<file path="src/rtl/unique_draw_controller_pkg.sv">
// Shared definitions for the unique draw controller: FSM encoding,
// parameter defaults and a small width helper.
package unique_draw_controller_pkg;

  localparam int DEF_WIDTH        = 8;
  localparam int DEF_MAX_DRAWS    = 8;
  localparam int DEF_REJECT_LIMIT = 64;

  typedef enum logic [2:0] {
    IDLE  = 3'd0,
    REQ   = 3'd1,
    WAIT  = 3'd2,
    CHECK = 3'd3,
    FIN   = 3'd4
  } state_e;

  // Index width for a table of 'depth' entries (at least one bit).
  function automatic int idx_width(input int depth);
    return (depth > 1) ? $clog2(depth) : 1;
  endfunction

endpackage

</file>
<file path="src/rtl/unique_draw_controller_history.sv">
// History of numbers accepted in the current request. Each entry has a
// valid bit; a clear wipes all valid bits in one cycle. The match output
// compares a candidate against every valid entry in parallel.
module draw_history
  import unique_draw_controller_pkg::*;
#(
  parameter int WIDTH = DEF_WIDTH,
  parameter int DEPTH = DEF_MAX_DRAWS,
  parameter int IDX_W = idx_width(DEF_MAX_DRAWS)
) (
  input  logic             clk,
  input  logic             rst_n,
  input  logic             clear,
  input  logic             wr_en,
  input  logic [IDX_W-1:0] wr_idx,
  input  logic [WIDTH-1:0] wr_data,
  input  logic [WIDTH-1:0] cmp_data,
  output logic             match
);

  logic [WIDTH-1:0] mem [DEPTH];
  logic [DEPTH-1:0] valid_q;

  // Valid bits: cleared by reset or by a new request, set on write.
  // NOTE: sequential state uses non-blocking assignments so every register samples pre-edge values.
  always_ff @(posedge clk or negedge rst_n) begin
    if (!rst_n) begin
      valid_q <= '0;
    end else if (clear) begin
      valid_q <= '0;
    end else if (wr_en) begin
      valid_q[wr_idx] <= 1'b1;
    end
  end

  // Data storage for accepted numbers.
  // NOTE: the data array is not reset; an entry only counts once its valid bit is set.
  always_ff @(posedge clk) begin
    if (wr_en) begin
      mem[wr_idx] <= wr_data;
    end
  end

  // Parallel compare of the candidate against all valid entries.
  // NOTE: the output gets a default before the loop so no latch is inferred.
  always_comb begin
    match = 1'b0;
    for (int i = 0; i < DEPTH; i++) begin
      if (valid_q[i] && (mem[i] == cmp_data)) begin
        match = 1'b1;
      end
    end
  end

endmodule

</file>
<file path="src/rtl/unique_draw_controller.sv">
// Draws cnt_cfg distinct numbers in [min_cfg, max_cfg] from an external
// random generator, rejecting duplicates and out-of-range samples, and
// giving up after REJECT_LIMIT consecutive rejects.
module unique_draw_controller
  import unique_draw_controller_pkg::*;
#(
  parameter int WIDTH        = DEF_WIDTH,
  parameter int MAX_DRAWS    = DEF_MAX_DRAWS,
  parameter int REJECT_LIMIT = DEF_REJECT_LIMIT
) (
  input  logic             clk,
  input  logic             rst_n,
  input  logic             start,
  input  logic             abort,
  input  logic [3:0]       cnt_cfg,
  input  logic [WIDTH-1:0] min_cfg,
  input  logic [WIDTH-1:0] max_cfg,
  output logic             rnd_en,
  output logic [WIDTH-1:0] rnd_min,
  output logic [WIDTH-1:0] rnd_max,
  input  logic [WIDTH-1:0] rnd_num,
  output logic             draw_valid,
  output logic [WIDTH-1:0] draw_num,
  output logic [2:0]       draw_idx,
  output logic             busy,
  output logic             done,
  output logic             err_cfg,
  output logic             err_timeout
);

  localparam int IDX_W = idx_width(MAX_DRAWS);
  localparam int REJ_W = $clog2(REJECT_LIMIT + 1);
  localparam logic [REJ_W-1:0] REJ_LAST = REJ_W'(REJECT_LIMIT - 1);

  state_e           state_q, state_d;
  logic [3:0]       cnt_q;
  logic [3:0]       acc_q;
  logic [3:0]       acc_next;
  logic [REJ_W-1:0] rej_q;
  logic [WIDTH-1:0] sample_q;
  logic [WIDTH:0]   span;
  logic             cfg_ok;
  logic             in_range;
  logic             hist_match;
  logic             latch_cfg, cfg_bad, take, drop, tmo, fin;

  assign rnd_en   = (state_q == REQ);
  assign busy     = (state_q != IDLE);
  assign acc_next = acc_q + 4'd1;
  assign in_range = (sample_q >= rnd_min) && (sample_q <= rnd_max);

  // Request validation; the range size needs one extra bit for a full-width span.
  always_comb begin
    span   = {1'b0, max_cfg} - {1'b0, min_cfg} + {{WIDTH{1'b0}}, 1'b1};
    cfg_ok = (cnt_cfg != 4'd0) && (int'(cnt_cfg) <= MAX_DRAWS) &&
             (max_cfg >= min_cfg) && (int'(span) >= int'(cnt_cfg));
  end

  // State register.
  always_ff @(posedge clk or negedge rst_n) begin
    if (!rst_n) begin
      state_q <= IDLE;
    end else begin
      state_q <= state_d;
    end
  end

  // Next state and one-cycle action strobes; abort overrides everything while busy.
  always_comb begin
    state_d   = state_q;
    latch_cfg = 1'b0;
    cfg_bad   = 1'b0;
    take      = 1'b0;
    drop      = 1'b0;
    tmo       = 1'b0;
    fin       = 1'b0;
    if (abort && (state_q != IDLE)) begin
      state_d = IDLE;
    end else begin
      case (state_q)
        IDLE: begin
          if (start) begin
            if (cfg_ok) begin
              latch_cfg = 1'b1;
              state_d   = REQ;
            end else begin
              cfg_bad = 1'b1;
            end
          end
        end
        REQ:  state_d = WAIT;
        WAIT: state_d = CHECK;
        CHECK: begin
          if (in_range && !hist_match) begin
            take    = 1'b1;
            state_d = (acc_next == cnt_q) ? FIN : REQ;
          end else begin
            drop = 1'b1;
            if (rej_q == REJ_LAST) begin
              tmo     = 1'b1;
              state_d = IDLE;
            end else begin
              state_d = REQ;
            end
          end
        end
        FIN: begin
          fin     = 1'b1;
          state_d = IDLE;
        end
        default: state_d = IDLE;
      endcase
    end
  end

  // Latched config, counters, sample register and registered outputs.
  always_ff @(posedge clk or negedge rst_n) begin
    if (!rst_n) begin
      cnt_q       <= '0;
      acc_q       <= '0;
      rej_q       <= '0;
      sample_q    <= '0;
      rnd_min     <= '0;
      rnd_max     <= '1;
      draw_valid  <= 1'b0;
      draw_num    <= '0;
      draw_idx    <= '0;
      done        <= 1'b0;
      err_cfg     <= 1'b0;
      err_timeout <= 1'b0;
    end else begin
      draw_valid  <= take;
      done        <= fin;
      err_cfg     <= cfg_bad;
      err_timeout <= tmo;
      if (latch_cfg) begin
        cnt_q   <= cnt_cfg;
        rnd_min <= min_cfg;
        rnd_max <= max_cfg;
        acc_q   <= '0;
        rej_q   <= '0;
      end
      if (state_q == WAIT) begin
        sample_q <= rnd_num;
      end
      if (take) begin
        draw_num <= sample_q;
        draw_idx <= acc_q[2:0];
        acc_q    <= acc_next;
        rej_q    <= '0;
      end
      if (drop) begin
        rej_q <= rej_q + REJ_W'(1);
      end
    end
  end

  draw_history #(
    .WIDTH (WIDTH),
    .DEPTH (MAX_DRAWS),
    .IDX_W (IDX_W)
  ) u_history (
    .clk      (clk),
    .rst_n    (rst_n),
    .clear    (latch_cfg),
    .wr_en    (take),
    .wr_idx   (acc_q[IDX_W-1:0]),
    .wr_data  (sample_q),
    .cmp_data (sample_q),
    .match    (hist_match)
  );

endmodule

</file>
<file path="config.mk">
export PLATFORM = sky130hd
export DESIGN_NAME = unique_draw_controller
export DESIGN_NICKNAME = d
export VERILOG_FILES = /design/src/rtl/unique_draw_controller_pkg.sv /design/src/rtl/unique_draw_controller_history.sv /design/src/rtl/unique_draw_controller.sv
export SDC_FILE = /design/constraint.sdc
export NUM_CORES = 1
export LEC_CHECK = 0
export CORE_MARGIN = 2
export CORE_UTILIZATION = 35
export DETAILED_ROUTE_END_ITERATION = 10
export PLACE_DENSITY_LB_ADDON = 0.1
export SETUP_SLACK_MARGIN = 0.1
export SYNTH_ARGS = -nofsm -noshare
export SYNTH_HDL_FRONTEND = slang
export SYNTH_SLANG_ARGS = --single-unit
</file>
<file path="constraint.sdc">
create_clock -name clk -period 3.1 [get_ports clk]
set_input_delay 0.465 -clock clk [delete_from_list [all_inputs] [get_ports clk]]
set_output_delay 0.465 -clock clk [all_outputs]
set_load 0.01 [all_outputs]
</file>
==> results by group <==
Run status
  • Status: finished clean

Critical path
  • Crit-path max FO: 5
  • Worst endpoint required time: 3420 ps
  • Startpoint Class: flop
  • CP arrival: 3330 ps
  • Cells on worst reg2reg path: 11
  • Worst Setup End Kind: flop
  • Worst Path Class, Setup: flop to flop

Finish
  • Nets: 750
  • Diode count: 0
  • Design area: 0.009139 sq mm
  • Share of post-route cells with drive strength above 1: 0.2951
  • P&R area growth vs syn: 36.42%
  • Most used cells in the layout excluding fill and tap cells: edfxtp_1 (64), buf_4 (62), dfrtp_1 (57)
  • Most common cell after layout, fill and taps aside: edfxtp_1

Place
  • Routability Congestion: 0.7960
  • Detailed-placement wirelength estimate: 11.12 mm
  • Number of buffers added on ports: 64
  • Placed Area: 0.008167 sq mm
  • Placement-stage worst setup slack: -784.9 ps

Floorplanning
  • Chip width: 142.3 um
  • Core Area: 0.01877 sq mm
  • I/O Pins: 65
  • Die Y: 142.3 um
  • Initial Util: 0.3569
  • Row cnt: 50
  • Die Area: 0.02026 sq mm

Power
  • Clock share of power: 0.260
  • Flop pwr share: 0.322
  • Power Density: 852.6 mW/mm^2
  • Internal power: 0.005069 W
  • Logic pwr share: 0.418
  • VDD IR max: 419.1 uV
  • Sw Pwr: 0.002723 W
  • Sw Ratio: 0.3495
  • Pleak: 3.800 nW

STA
  • Final hold vios: 0
  • Tcrit/Tclk final: 0.9714
  • Fin worst setup slack: about 89 ps
  • Max Fclk: 332.1 MHz
  • Final setup skew: 9.424 ps
  • Rel. slew slack: 0.4943
  • Minimum clock period: 3011 ps
  • Max-slew violations: 0
  • Setup violations, final: 0
  • Unrepaired setup endpoints after global routing: yes
  • Tightest Pin Transition: roughly 760 ps

Logic synthesis
  • Sequential fraction of the synthesis area: 0.5312
  • Distinct cells, synth: 66
  • Ys Warns: 0
  • Post-synth top area share: 0.2869
  • Syn_nets: between 600 and 700
  • Synth Instances: 541
  • Synthesized area per cell: around 12 sq um
  • Flops & latches, synth: 129
  • Area leader, netlist: edfxtp_1
  • Post-synth EDFFs: 64
  • Ys flop type: edfxtp_1
  • Post-synth ARST share: 0.5039
  • Ranking of synthesized cells by area: edfxtp_1 (29%), dfrtp_1 (21%), ha_1 (7.3%)
  • Synth Cell Area: 0.006699 sq mm

Global route
  • Met2 GRT Util: 0.2843
  • Met1 usage: 0.2280
  • Vias in the first global route: 4821
  • GRT Total Usage: 0.1714
  • Global route hottest layer: met2
  • Overflow after GRT: 0
  • Largest net degree at the start of global routing: 38
  • First-pass GRT wire length: 26.28 mm
  • Met3 Usage GRT: 0.03264
  • Initial antenna violation count: 0

Detailed routing
  • Routed Antenna Nets: 0
  • Final WL: 16.41 mm
  • DRT Pass-1 Iters: 4
  • Wire per inst: 17.80 um
  • DRC violations left: 0
  • Detail-routed via count per cell: 4.919
  • Initial detailed-routing violation count: 229
  • Vias: 4535

CTS
  • CTS tree: built
  • CTS sink count: between 100 and 150
  • Clk slew on worst S/H paths: 60 ps
  • Root Driver: clkbuf_16
  • CTS H-tree depth: 4
  • Clk Latency, worst-skew pair: about 420 ps
  • CTS buffer count: 17
  • CTS max path bufs: 2

Worst hold path
  • Hold WC Path Type: input port to async pin

Flow run
  • Max-cap viol count: 0
-- final timing paths --
check	start	endpoint	slack, ps
hold reg to reg	u_history.valid_q[7]	u_history.valid_q[7]	500
setup / recovery	rnd_max[2]	state_q[0]	90
hold / removal	rst_n	rnd_min[1]	120
setup reg to reg	rnd_max[2]	state_q[0]	90
max in group asynchronous	rst_n	rnd_max[7]	2270
min in group clk	max_cfg[1]	rnd_max[1]	310
-- through the flow --
| stage | hold slack, ps | TNS [ps] | std cells | power (W) | utilization |
|---|---|---|---|---|---|
| 2_1_floorplan | 169.4 | -786.0 | 541 | 0.004270 | - |
| 3_3_place_gp | 476.2 | -29810 | 879 | 0.005497 | 0.4351 |
| 3_5_place_dp | 480.3 | -32700 | 879 | 0.005542 | 0.4351 |
| 4_1_cts | 134.0 | 0 | 919 | 0.007829 | 0.4771 |
| 5_1_grt | 146.7 | -147.4 | 922 | 0.008288 | 0.4869 |
| 6_report | 115.7 | 0 | 922 | 0.007792 | 0.4869 |
-- Yosys cell counts, types with 3 or more instances --
cell,count
edfxtp_1,64
dfrtp_1,57
inv_1,54
xor2_1,45
ha_1,39
xnor2_1,29
mux2_2,23
nor3_1,14
buf_2,12
mux2i_1,12
nor2_1,12
nor4_1,12
clkbuf_1,11
nand2_1,11
nand2b_1,9
nand3_1,9
o21ai_0,9
a21o_1,8
dfstp_2,8
nand4_1,8
and3_1,7
a21oi_1,6
o21a_1,5
o221ai_1,5
o31ai_1,5
fa_1,4
mux2_4,4
o21bai_1,4
a32o_1,3
a41oi_1,3
nor3b_1,3
o2111ai_1,3
o211ai_1,3
-- worst max-delay path: stages, from the launching register on --
cell      delay (ps)
dfstp_2          580
inv_2             60
ha_4             210
a21o_1           160
a221o_1          330
a221oi_2         240
a31o_2           150
nand4b_1         110
buf_6            160
buf_8            130
or4b_4           530
a311oi_2         250
-- flip-flops by register name, summed over array words and instances, names as in the netlist --
name and flops:
acc_q 4, u_history.valid_q 8, err_cfg 1, err_timeout 1, state_q 3, draw_idx 3
sample_q 8, rnd_max 8, cnt_q 4, draw_valid 1, rej_q 7, rnd_min 8
u_history.mem 64, draw_num 8, done 1
-- layer usage --
layer | part of all wire | vias up | wire length [um]
met1 | 0.47 | 2217 | 7660
met5 | 0 | - | 0
li1 | - | 2223 | -
met4 | 0.013 | 0 | 207
met3 | 0.029 | 18 | 474
met2 | 0.49 | 77 | 8065
-- power groups by stage --
stage	registers (W)	logic (W)	clock network [W]
after CTS	0.00251	0.00325	0.00207
after floorplan	0.00256	0.00171	0
after global placement	0.00252	0.00298	0
after detailed placement	0.00253	0.00302	0
final	0.00251	0.00326	0.00203
after global routing	0.00255	0.00358	0.00216
-- logic make-up (layout without fill, tap and decap cells) --
kind of cell               count (synthesis)  in the layout  share of synthesized area
and+or+nand+nor                          102            103                    0.08760
AOI/OAI and AO/OA                         75             75                    0.08480
DFF                                      129            129                     0.5312
buffers and inverters                     79            225                    0.04931
adders and majority gates                 43             43                    0.08480
xor gates and xnor gates                  74             74                    0.09675
muxes                                     39             39                    0.06556
-- final cells by class --
| type | instances | area, sq um |
|---|---|---|
| Fill cell | 1696 | 9629 |
| Sequential cell | 129 | 3558 |
| Multi-Input combinational cell | 334 | 3182 |
| Timing Repair Buffer | 139 | 1296 |
| Clock buffer | 21 | 471.7 |
| Tap cell | 234 | 292.8 |
| Inverter | 54 | 207.7 |
| Clock inverter | 11 | 130.1 |
-- repair_timing --
action | in CTS | in global routing
pin swaps | 21 | 25
gates resized for setup | 43 | 40
hold endpoints to repair | 0 | 0
hold buffers | 0 | 0
cloned | 1 | 1
setup buffers | 7 | 2
endpoints found under the setup margin | 116 | 104
Note: power is estimated with default switching activity, not from simulation.
